**src/rtl/img_stream_pkg.sv**
```systemverilog
// Shared definitions for the gray-scale stream source: state encoding,
// counter widths and default frame timing.
package img_stream_pkg;
  localparam int HW = 11;
  localparam int DW = 16;

  localparam logic [HW-1:0] DEF_IMG_HDISP = 11'd640;
  localparam logic [HW-1:0] DEF_IMG_VDISP = 11'd480;
  localparam logic [DW-1:0] DEF_H_BLANK   = 16'd160;
  localparam logic [DW-1:0] DEF_V_PRE     = 16'd100;
  localparam logic [DW-1:0] DEF_V_POST    = 16'd100;
  localparam logic [DW-1:0] DEF_V_GAP     = 16'd1000;

  typedef enum logic [2:0] {
    ST_IDLE, ST_VPRE, ST_LINE, ST_HBLK, ST_VPOST, ST_GAP
  } state_t;
endpackage

```
**src/rtl/img_timing_cnt.sv**
```systemverilog
// Loadable down-counter; tc is high while the count sits at zero.
module img_timing_cnt
  import img_stream_pkg::*;
#(
  parameter int W = DW
) (
  input  logic         clk,
  input  logic         rst_n,
  input  logic         load,
  input  logic [W-1:0] load_val,
  output logic         tc
);
  logic [W-1:0] cnt;

  always_ff @(posedge clk or negedge rst_n) begin
    if (!rst_n)          cnt <= '0;
    else if (load)       cnt <= load_val;
    else if (cnt != '0)  cnt <= cnt - W'(1);
  end

  assign tc = (cnt == '0);
endmodule

```
**src/rtl/img_stream_source.sv**
```systemverilog
// Frames an upstream valid/ready pixel stream into vsync/href/gray video
// with fixed, programmable porch and blanking intervals.
module img_stream_source
  import img_stream_pkg::*;
#(
  parameter logic [HW-1:0] IMG_HDISP = DEF_IMG_HDISP,
  parameter logic [HW-1:0] IMG_VDISP = DEF_IMG_VDISP,
  parameter logic [DW-1:0] H_BLANK   = DEF_H_BLANK,
  parameter logic [DW-1:0] V_PRE     = DEF_V_PRE,
  parameter logic [DW-1:0] V_POST    = DEF_V_POST,
  parameter logic [DW-1:0] V_GAP     = DEF_V_GAP
) (
  input  logic       clk,
  input  logic       rst_n,
  input  logic       start,
  input  logic       cont,
  input  logic       pix_valid,
  input  logic [7:0] pix_data,
  output logic       pix_ready,
  output logic       img_vsync,
  output logic       img_href,
  output logic [7:0] img_gray,
  output logic       frame_done,
  output logic       underrun,
  output logic       busy
);
  state_t          state, state_nxt;
  logic [HW-1:0]   hcnt, vcnt;
  logic [DW-1:0]   dcnt_ld_val;
  logic            dcnt_ld, dcnt_tc;
  logic            line_end, last_line;
  logic            vsync_d, busy_d, fdone_d, href_d;
  logic [7:0]      gray_d;

  assign line_end  = (hcnt == IMG_HDISP - HW'(1));
  assign last_line = (vcnt == IMG_VDISP - HW'(1));
  assign pix_ready = (state == ST_LINE);

  always_ff @(posedge clk or negedge rst_n) begin
    if (!rst_n) state <= ST_IDLE;
    else        state <= state_nxt;
  end

  always_comb begin
    state_nxt = state;
    case (state)
      ST_IDLE:  if (start)    state_nxt = ST_VPRE;
      ST_VPRE:  if (dcnt_tc)  state_nxt = ST_LINE;
      ST_LINE:  if (line_end) state_nxt = ST_HBLK;
      ST_HBLK:  if (dcnt_tc)  state_nxt = !last_line      ? ST_LINE :
                                          (V_POST == '0)  ? ST_GAP  : ST_VPOST;
      ST_VPOST: if (dcnt_tc)  state_nxt = ST_GAP;
      ST_GAP:   if (dcnt_tc)  state_nxt = cont ? ST_VPRE : ST_IDLE;
      default:                state_nxt = ST_IDLE;
    endcase
  end

  // Every state change reloads the interval counter with the new state's length.
  always_comb begin
    dcnt_ld_val = '0;
    case (state_nxt)
      ST_VPRE:  dcnt_ld_val = V_PRE   - DW'(1);
      ST_HBLK:  dcnt_ld_val = H_BLANK - DW'(1);
      ST_VPOST: dcnt_ld_val = V_POST  - DW'(1);
      ST_GAP:   dcnt_ld_val = V_GAP   - DW'(1);
      default:  dcnt_ld_val = '0;
    endcase
  end
  assign dcnt_ld = (state_nxt != state);

  img_timing_cnt #(.W(DW)) u_dcnt (
    .clk      (clk),
    .rst_n    (rst_n),
    .load     (dcnt_ld),
    .load_val (dcnt_ld_val),
    .tc       (dcnt_tc)
  );

  always_ff @(posedge clk or negedge rst_n) begin
    if (!rst_n) begin
      hcnt <= '0;
      vcnt <= '0;
    end else begin
      if (state_nxt == ST_LINE && state != ST_LINE) hcnt <= '0;
      else if (state == ST_LINE)                    hcnt <= hcnt + HW'(1);
      if (state_nxt == ST_VPRE)                     vcnt <= '0;
      else if (state == ST_HBLK && state_nxt == ST_LINE) vcnt <= vcnt + HW'(1);
    end
  end

  // Frame-level outputs follow the upcoming state; pixel outputs lag the
  // accepting LINE cycle by one so href and gray stay aligned.
  always_comb begin
    vsync_d = (state_nxt inside {ST_VPRE, ST_LINE, ST_HBLK, ST_VPOST});
    busy_d  = (state_nxt != ST_IDLE);
    fdone_d = (state_nxt == ST_GAP) && (state != ST_GAP);
    href_d  = (state == ST_LINE);
    gray_d  = (state == ST_LINE && pix_valid) ? pix_data : 8'd0;
  end

  always_ff @(posedge clk or negedge rst_n) begin
    if (!rst_n) begin
      img_vsync  <= 1'b0;
      img_href   <= 1'b0;
      img_gray   <= 8'd0;
      frame_done <= 1'b0;
      busy       <= 1'b0;
      underrun   <= 1'b0;
    end else begin
      img_vsync  <= vsync_d;
      img_href   <= href_d;
      img_gray   <= gray_d;
      frame_done <= fdone_d;
      busy       <= busy_d;
      if (state == ST_IDLE && start)         underrun <= 1'b0;
      else if (state == ST_LINE && !pix_valid) underrun <= 1'b1;
    end
  end
endmodule

```
**config.mk**
```make
export PLATFORM = sky130hd
export DESIGN_NAME = img_stream_source
export DESIGN_NICKNAME = d
export VERILOG_FILES = /design/src/rtl/img_stream_pkg.sv /design/src/rtl/img_timing_cnt.sv /design/src/rtl/img_stream_source.sv
export SDC_FILE = /design/constraint.sdc
export NUM_CORES = 1
export LEC_CHECK = 0
export ABC_AREA = 1
export CORE_MARGIN = 2
export CORE_UTILIZATION = 52
export DETAILED_ROUTE_END_ITERATION = 16
export DONT_BUFFER_PORTS = 1
export PLACE_DENSITY = 0.65
export SLEW_MARGIN = 25
export SYNTH_ARGS = -nofsm -noshare
export SYNTH_HDL_FRONTEND = slang
export SYNTH_SLANG_ARGS = --single-unit
```
**constraint.sdc**
```tcl
create_clock -name clk -period 2.3 [get_ports clk]
set_clock_uncertainty 0.15 [all_clocks]
set_input_delay 0.23 -clock clk [delete_from_list [all_inputs] [get_ports clk]]
set_output_delay 0.23 -clock clk [all_outputs]
set_load 0.01 [all_outputs]
```
# After elaboration in Yosys (flattened, before gate mapping)

Index checks and enable logic that the tools add are counted.

Bits in latches: 0
Register bits after elaboration: 54
Output and inout bits: 14
Logic and storage cells: 64
Memory bits (writable): 0
Memories: 0
ROM bits: 0

Multiply operators: 0
Shifts and indexed selects: 0
Bitwise logic cells: 0
$add $sub $neg: 3
Magnitude comparators: 0
Reductions and logical operators: 17
Equal/unequal tests: 15
Div/mod/pow operators: 0
Multiplexer cells: 19

Operator list:

| cell                                                                     | number |
|---|---|
| 11-bit two-way mux                                                       | 4 |
| 16-bit two-way mux                                                       | 2 |
| 10-bit case mux with 3 select lines                                      | 1 |
| 11-bit by 1-bit adder with 11-bit output (second input constant)         | 2 |
| 3-bit two-way mux                                                        | 7 |
| 3-bit case mux with 6 select lines                                       | 1 |
| 16-bit logical NOT                                                       | 1 |
| 16-bit nonzero test                                                      | 1 |
| 16-bit by 1-bit subtractor with 16-bit output (second input constant)    | 1 |
| 3-bit by 2-bit equality test with 1-bit output (second input constant)   | 4 |
| 3-bit equality test (second input constant)                              | 4 |
| 11-bit by 10-bit equality test with 1-bit output (second input constant) | 1 |
| 11-bit by 9-bit equality test with 1-bit output (second input constant)  | 1 |
| 8-bit two-way mux                                                        | 1 |
| 2-bit nonzero test                                                       | 4 |
| 3-bit by 1-bit equality test with 1-bit output (second input constant)   | 2 |
| 1-bit logical AND                                                        | 6 |
| 4-bit nonzero test                                                       | 1 |
| 3-bit logical NOT                                                        | 1 |
| 1-bit two-way mux                                                        | 3 |
| 3-bit by 2-bit != test with 1-bit output (second input constant)         | 1 |
| 3-bit != test                                                            | 1 |
| 3-bit != test (second input constant)                                    | 1 |
| 3-bit nonzero test                                                       | 1 |
| other kinds (2)                                                          | 2 |

# Longest topological paths before layout

Gate-level depths: netlist of the first run.

Depth in word-level cells: 8
Mapped depth: 15
Depth with buffers taken out: 13

# Modules after synthesis

A second synthesis of the first run with hierarchy kept.

Cell total of the unflattened synthesis: 445
Area, all modules: 3,275.6 um^2

By module, submodules not included:

| module            | times used | sequential area each (um^2) | cells an instance | area an instance (um^2) |
|---|---|---|---|---|
| img_stream_source | 1          | 950.9                       | 278               | 2,090.8 |
| img_timing_cnt    | 1          | 400.4                       | 167               | 1,184.9 |

# Least setup slack after synthesis of the first run

Ideal clock, no wire load.

Kind: register to register
Start: reg u_dcnt.cnt[0]
End: reg vcnt[6]
Setup time: 0.118 ns
Slack: 0.260 ns
Clock period less this slack: 2.040 ns
Required time: 2.032 ns
Arrival time: 1.773 ns
Cell stages (with the launch flop): 14
Cell sequence: dfrtp_1 > inv_1 > ha_1 > nand2_2 > nor2_4 > nand2_2 > buf_6 > o21ai_4 > nor2_4 > nor2_1 > nand2_1 > buf_6 > nand3_1 > nand2_1

Longest elaborated chain between the ends: 6
Elaborated cells between the ends (all ways): 11
Those cells by class: 2 x eq/ne; 6 x mux; 3 x reduce/logical

Ends and longest elaborated chain:

| element                                        | RTL line                | text |
|---|---|---|
| start, declared                                | img_timing_cnt.sv:13    | `logic [W-1:0] cnt;` |
| start signal, assigned                         | img_timing_cnt.sv:17    | `else if (load) cnt <= load_val;` |
| start signal, assigned                         | img_timing_cnt.sv:18    | `else if (cnt != '0) cnt <= cnt - W'(1);` |
| 16-bit logical NOT (*)                         | img_timing_cnt.sv:21    | `assign tc = (cnt == '0);` |
| 3-bit two-way mux (on tied branches)           | n/a                     |  |
| 3-bit case mux with 6 select lines (*)         | img_stream_source.sv:46 | `case (state)` |
| 3-bit by 2-bit equality test with 1-bit output | img_stream_source.sv:87 | `else if (state == ST_HBLK && state_nxt == ST_LINE) vcnt <= vcnt + HW'(1);` |
| 1-bit logical AND                              | img_stream_source.sv:87 |  |
| 2-bit nonzero test (no source line)            | n/a                     |  |
| end signal, assigned                           | img_stream_source.sv:87 |  |
| end, declared                                  | img_stream_source.sv:28 | `logic [HW-1:0] hcnt, vcnt;` |

Mark *: on every way between the ends. The rest lies on a longest branch, timed or not.
A chain may end at the register's enable or synchronous reset.

# Worst setup path in the final report of the first run

Start: reg state[0]
End: reg u_dcnt.cnt[8]

Longest elaborated chain between the ends: 6
Elaborated cells between the ends (all ways): 22
Those cells by class: 10 x eq/ne; 9 x mux; 3 x reduce/logical

Ends and longest elaborated chain:

| element                                                                               | RTL line                | text |
|---|---|---|
| start, declared                                                                       | img_stream_source.sv:27 | `state_t state, state_nxt;` |
| start signal, assigned                                                                | img_stream_source.sv:41 | `else state <= state_nxt;` |
| 3-bit equality test, or another cell as far along                                     | img_stream_source.sv:46 |  |
| 3-bit case mux with 6 select lines (*)                                                | img_stream_source.sv:46 |  |
| net state_nxt[0]                                                                      | img_stream_source.sv:27 |  |
| 3-bit by 1-bit equality test with 1-bit output or 3-bit equality test (tied branches) | img_stream_source.sv:61 | `case (state_nxt)` |
| 2-bit OR reduction (no source line)                                                   | n/a                     |  |
| 10-bit case mux with 3 select lines                                                   | img_stream_source.sv:61 |  |
| 16-bit two-way mux                                                                    | img_timing_cnt.sv:17    |  |

The timed path passes the listed nets; every way through them passes the cells marked *.

==> results of run 1 <==
## stage by stage
stage	utilization [%]	setup slack [ps]	hold slack (ps)	cell area, sq um	total power [uW]
2_1_floorplan	-	259.8	-215.6	3032	972.7
3_3_place_gp	55.94	125.2	-213.6	3118	973.0
3_5_place_dp	55.94	95.14	-213.8	3118	973.3
4_1_cts	60.31	79.19	18.22	3362	1681
5_1_grt	61.08	-18.28	55.00	3405	1714
6_report	61.08	118.6	28.54	3405	1655
## cell type report
class,instances,area (sq um)
Clock buffer,5,68.82
Clock inverter,3,47.55
Fill cell,480,2170
Inverter,45,168.9
Multi-Input combinational cell,272,1474
Sequential cell,54,1353
Tap cell,72,90.09
Timing Repair Buffer,21,202.7
## routing by layer
layer	vias to the layer above	track usage [%]	wire [um]
met4	0	7.966	127
met2	42	34.75	2939
met1	1139	28.33	3012
met5	-	0	0
li1	1248	-	-
met3	12	4.494	221
## repair_timing
| item | 4_1_cts | 5_1_grt |
|---|---|---|
| buffers inserted | 0 | 0 |
| endpoints found under the hold margin | 63 | 0 |
| endpoints found under the setup margin | 0 | 24 |
| hold buffers | 11 | 0 |
| resized for setup | 0 | 12 |
## kinds of logic (layout without fill, tap and decap cells)
family                   Yosys count  in the layout  synth area share, %
AND/OR/NAND/NOR                  224            225                35.29
flip-flops                        54             54                44.57
buffers and inverters             54             74                8.171
XOR/XNOR                          22             22                6.356
AO/OA/AOI/OAI                     21             21                4.045
adder cells (fa/ha/maj)            3              3                1.238
multiplexers                       1              1               0.3302
## worst max-delay path, cell delays in order (launching register included)
cell     delay, ps
dfrtp_1        480
inv_2          160
nand3_1        190
nand2_1        140
nand3_1        130
nand3_4        160
nand2_1         80
nand2_2        140
nand4_1        250
nand2_1        160
inv_1           50
## worst max-delay path by stage
stage,from,to,depth (start not counted)
after floorplan,u_dcnt.cnt[0],vcnt[6],13
after global placement,hcnt[0],vcnt[8],11
after CTS,u_dcnt.cnt[0],vcnt[4],12
final,state[0],u_dcnt.cnt[8],10
after detailed placement,u_dcnt.cnt[0],vcnt[10],12
after global routing,state[2],u_dcnt.cnt[4],12
## placed cells by master (no fill, tap or decap), types with 4 or more instances in the layout
master | netlist | layout
nand2_1 | 81 | 79
dfrtp_1 | 54 | 53
nand3_1 | 48 | 48
nor2_1 | 50 | 45
inv_1 | 40 | 40
xor2_1 | 15 | 15
a21oi_1 | 11 | 11
nor3_1 | 11 | 10
dlygate4sd3_1 | 0 | 10
buf_4 | 1 | 10
nand3b_1 | 9 | 9
o21ai_0 | 8 | 8
nor2_2 | 1 | 7
nand4_1 | 7 | 7
xnor2_1 | 7 | 7
nand2_4 | 4 | 6
inv_2 | 5 | 5
clkbuf_8 | 0 | 5
nor2_4 | 4 | 4
nand2_2 | 4 | 4
## sequential cells by signal, indices dropped and copies added, names as in the netlist
register    flops
img_vsync       1
frame_done      1
hcnt           11
u_dcnt.cnt     16
state           3
img_href        1
img_gray        8
vcnt           11
busy            1
underrun        1
## report_power, final
part | total (uW) | switching [uW] | internal (uW)
Combinational | 40.5 | 23.0 | 17.5
Sequential | 951 | 1.10 | 950
Clock | 664 | 334 | 330
==> impl_metrics.csv, run 1 <==
group,metric,value,unit
clock_network,clk_latency,320,ps
global_route,grt_pass1_wl,10790,um
setup_path,cp.required,2360,ps
global_route,groute.usage.overall,21.46,%
place,portBuffers,0,
setup_path,path_class,"reg2reg",
pwr,p_leak,0.001729,uW
worst_hold_path,hold-path-cell-count,2,
sta,setup_viol,0,
pwr,powerDensity,486.2,nW/um^2
sta,tns,0,ps
sta,fin_crit_sh,94.84,%
logic_synthesis,synth_top_area_share,44.57,%
setup_path,worstSetupEndpointType,"flip-flop",
logic_synthesis,synth-seq-cells,54,
routing,vias_per_cell,5.172,
logic_synthesis,synth_warnings,0,
clock_network,cts_root_buffer,"clkbuf_8",
routing,routed_wl,6301,um
place,dp_hpwl,4369,um
global_route,antenna_found_initial,0,
worst_hold_path,whs_endpoint,"img_gray[6]",
setup_path,r2r_start,"state[0]",
logic_synthesis,synth_async_sr_flop_share,100.0,%
floorplan,die-area,6457,sq um
clock_network,tritoncts,"done",
layout,final_cells,472,
sta,slew_headroom,68.39,%
clock_network,clk_pin_slew,100,ps
run_status,status,"complete, no violations",
sta,grt_setup_unrepaired,"yes",
setup_path,regToRegSetupSlack,120,ps
logic_synthesis,synth_top_area_cell,"dfrtp_1",
layout,diodes,0,
clock_network,htreeDepth,2,
place,gp_congestion,0.8986,
layout,synthToLayoutAreaGrowth,12.30,%
logic_synthesis,synth_edf_count,0,
routing,route.vias.total,2441,
setup_path,arrival,2240,ps
sta,hold_violations,0,
clock_network,cts_buffers,5,
logic_synthesis,synth_flop_cell,"dfrtp_1",
floorplan,core_area,5574,sq um
setup_path,worst-r2r-cell-count,10,
floorplan,start_util,54.39,%
setup_path,startpoint_type,"flip-flop",
routing,drcViolationCount,0,
global_route,overflow,0,
logic_synthesis,synthTopCellsByCount,"nand2_1, dfrtp_1, nor2_1",
global_route,grt_max_degree,55,
worst_hold_path,worstHoldStart,"pix_valid",
routing,postRouteAntennaNets,0,
layout,drive_gt1_share,13.25,%
clock_network,ctsLongestPathBuffers,2,
run,cap_violations,0,
logic_synthesis,synth_cell_type_count,28,
layout,fin_nets,415,
logic_synthesis,syn_area,3032,sq um
place,place_inst,452,
clock_network,cts.sinks,54,
worst_hold_path,hp-class,"in2reg",
pwr,peakVddDrop,0.0004632,V
floorplan,die_y,80.36,um
logic_synthesis,ys_seq_area_share,44.57,%
floorplan,row_count,27,
routing,initialDrtViolationCount,120,
global_route,grt_pass1_vias,2368,
routing,drtPass1Iterations,4,
setup_path,worstReg2RegEnd,"u_dcnt.cnt[8]",
routing,wl_per_cell,13.35,um
logic_synthesis,syn_inst,379,
sta,fmax,0.4584,GHz
floorplan,io_pins,27,
logic_synthesis,syn-num-nets,395,
logic_synthesis,yosysMostFrequentCell,"nand2_1",
sta,drv_slew,0,
sta,worstMarginPinSlew,469.8,ps
floorplan,chipWidth,80.36,um
setup_path,path_max_fanout,8,
sta,period_minus_slack,2181,ps
logic_synthesis,synthTopCellsByArea,"dfrtp_1, nand2_1, nand3_1",
logic_synthesis,avgSynthCellArea,7.999,sq um
Power figures use the tool's default switching activity.
==> run 2: changes to the inputs <==
--- a/config.mk
+++ b/config.mk
@@ -10,6 +10,7 @@
 export CORE_UTILIZATION = 52
 export DETAILED_ROUTE_END_ITERATION = 16
 export DONT_BUFFER_PORTS = 1
+export GPL_TIMING_DRIVEN = 0
 export PLACE_DENSITY = 0.65
 export SLEW_MARGIN = 25
 export SYNTH_ARGS = -nofsm -noshare
==> impl_metrics.csv, run 2 (synthesis gave the netlist of run 1 again) <==
group,metric,value,unit
setup_path,worstReg2RegEnd,"vcnt[10]",
setup_path,startpoint_type,"flip-flop",
setup_path,path_max_fanout,10,
routing,initialDrtViolationCount,264,
global_route,grt-busiest-layer,"met2",
global_route,overflow,0,
clock_network,cts.sinks,54,
routing,wl_per_cell,13.33,um
setup_path,endpoint,"vcnt[10]",
pwr,pwr-share-seq,62.5,%
global_route,grt_pass1_wl,10980,um
layout,top_register,"u_dcnt.cnt",
routing,vias_per_cell,5.292,
pwr,power,1522,uW
pwr,peakVddDrop,0.0002958,V
layout,top_regs,"u_dcnt.cnt x16, hcnt x11, vcnt x11",
place,dp_hpwl,4398,um
sta,layout_setup_ws,129.9,ps
setup_path,crit_buf_inv,3,
floorplan,die-area,6457,sq um
floorplan,row_count,27,
sta,slew_headroom,68.00,%
sta,setup_viol,0,
place,post-place-ws,-44.46,ps
layout,largest_register_ffs,16,
layout,drive_gt1_share,14.25,%
floorplan,die_y,80.36,um
routing,drtPass1Iterations,4,
floorplan,io_pins,27,
layout,fin_nets,415,
pwr,power_frac_clock,34.8,%
setup_path,crit_family,"simple AND/OR/NAND/NOR gates",
sta,fmax,0.4608,GHz
sta,hold_violations,0,
setup_path,arrival,2220,ps
place,gp_congestion,0.8989,
layout,diodes,0,
layout,most-common-layout-cells,"nand2_1, dfrtp_1, nand3_1",
global_route,grt_max_degree,55,
sta,drv_slew,0,
floorplan,chipWidth,80.36,um
routing,routed_wl,6294,um
sta,period_minus_slack,2170,ps
setup_path,r2r_start,"u_dcnt.cnt[0]",
layout,synthToLayoutAreaGrowth,12.59,%
setup_path,path_class,"reg2reg",
floorplan,core_area,5574,sq um
pwr,p_leak,0.001715,uW
layout,final_cell_area,3413,sq um
setup_path,worst-r2r-cell-count,13,
clock_network,tritoncts,"done",
global_route,grt.met2_usage,35.00,%
sta,worstMarginPinSlew,475.6,ps
clock_network,ctsLongestPathBuffers,2,
run_status,status,"complete, no violations",
clock_network,cts_buffers,5,
pwr,powerDensity,445.8,nW/um^2
clock_network,clk_latency,300,ps
sta,grt_setup_unrepaired,"yes",
setup_path,cpMaxStageDelayCell,"dfrtp_1",
pwr,p_comb_share,2.7,%
layout,final_cells,472,
place,place_inst,451,
setup_path,worstSetupPathDepth,13,
pwr,switchingPower,338.7,uW
setup_path,timing.critical_path.from,"u_dcnt.cnt[0]",
run,cap_violations,0,
global_route,grt_use_met3,4.494,%
setup_path,worstSetupEndpointType,"flip-flop",
routing,drcViolationCount,0,
global_route,met1_usage,29.54,%
place,portBuffers,0,
routing,postRouteAntennaNets,0,
global_route,groute.usage.overall,21.55,%
sta,fin_crit_sh,94.35,%
global_route,grt_pass1_vias,2361,
setup_path,critPathMostFrequentCell,"nor2_4",
setup_path,path_cells,"inv_2, ha_4, nand2_4, nor2_4, nand2_2, buf_6, o21ai_4, nor2_4, nor2_4, nand2_2, buf_6, nand3_1, nand2_1",
pwr,p_int,1183,uW
place,dpl_cell_area,3122,sq um
setup_path,cp.required,2350,ps
clock_network,clk_pin_slew,100,ps
setup_path,regToRegSetupSlack,130,ps
clock_network,cts_root_buffer,"clkbuf_8",
layout,final_common_cell,"nand2_1",
worst_hold_path,hp-class,"in2reg",
setup_path,slowest_delay,430,ps
clock_network,htreeDepth,2,
sta,tns,0,ps
routing,route.vias.total,2498,
floorplan,start_util,54.39,%
global_route,antenna_found_initial,0,
layout,nFillCells,513,
pwr,switching_share,22.26,%
-- run 2: power groups by stage --
| stage | logic [uW] | registers, uW | clock network, uW |
|---|---|---|---|
| floorplan | 3.26 | 969 | 0 |
| global placement | 3.39 | 970 | 0 |
| detailed placement | 3.82 | 970 | 0 |
| CTS | 42.2 | 951 | 549 |
| global route | 46.7 | 951 | 594 |
| finish | 40.7 | 951 | 530 |
-- run 2: worst min-delay path by stage --
stage	from	to	slack (ps)	cells past startpoint
floorplan	rst_n	busy	-220	0
global placement	rst_n	vcnt[7]	-210	0
global route	start	underrun	40	3
CTS	start	underrun	30	3
detailed placement	rst_n	vcnt[5]	-210	0
finish	start	underrun	40	3
-- run 2: through the flow --
step / utilization (%) / hold WS (ps)
after floorplan: - / -215.6
final: 61.23 / 35.81
after detailed placement: 56.00 / -213.8
after global placement: 56.00 / -214.0
after CTS: 59.98 / 27.73
after global routing: 61.23 / 36.61
-- run 2: worst register-to-register path: cells and delay by family, from the launching register on --
family,cells,cell delay [ps]
DFF,1,430
adders and majority gates,1,160
buffers and inverters,3,400
and+or+nand+nor,8,720
AOI/OAI and AO/OA,1,200
-- run 2: cell type report --
type	instances	area (sq um)	share of cell area (%)
Multi-Input combinational cell	271	1490	43.66
Sequential cell	54	1351	39.59
Inverter	45	168.9	4.949
Timing Repair Buffer	13	142.6	4.179
Tap cell	72	90.09	2.639
Buffer	9	83.83	2.456
Clock buffer	6	72.57	2.126
Clock inverter	2	13.76	0.4032
-- run 2: timing repair --
action / in CTS / in global routing
resized for setup: 3 / 17
hold buffers: 11 / 0
setup endpoints to repair: 21 / 28
gates cloned: 0 / 0
setup buffers: 0 / 2
pin swaps: 0 / 5
hold endpoints to repair: 63 / 0
-- run 2: metal layers --
| layer | wire length, um | share of wire, % | vias up |
|---|---|---|---|
| met5 | 0 | 0 | - |
| met4 | 59 | 0.94 | 0 |
| met3 | 278 | 4.4 | 6 |
| met2 | 3015 | 48 | 52 |
| met1 | 2941 | 47 | 1195 |
| li1 | - | - | 1245 |
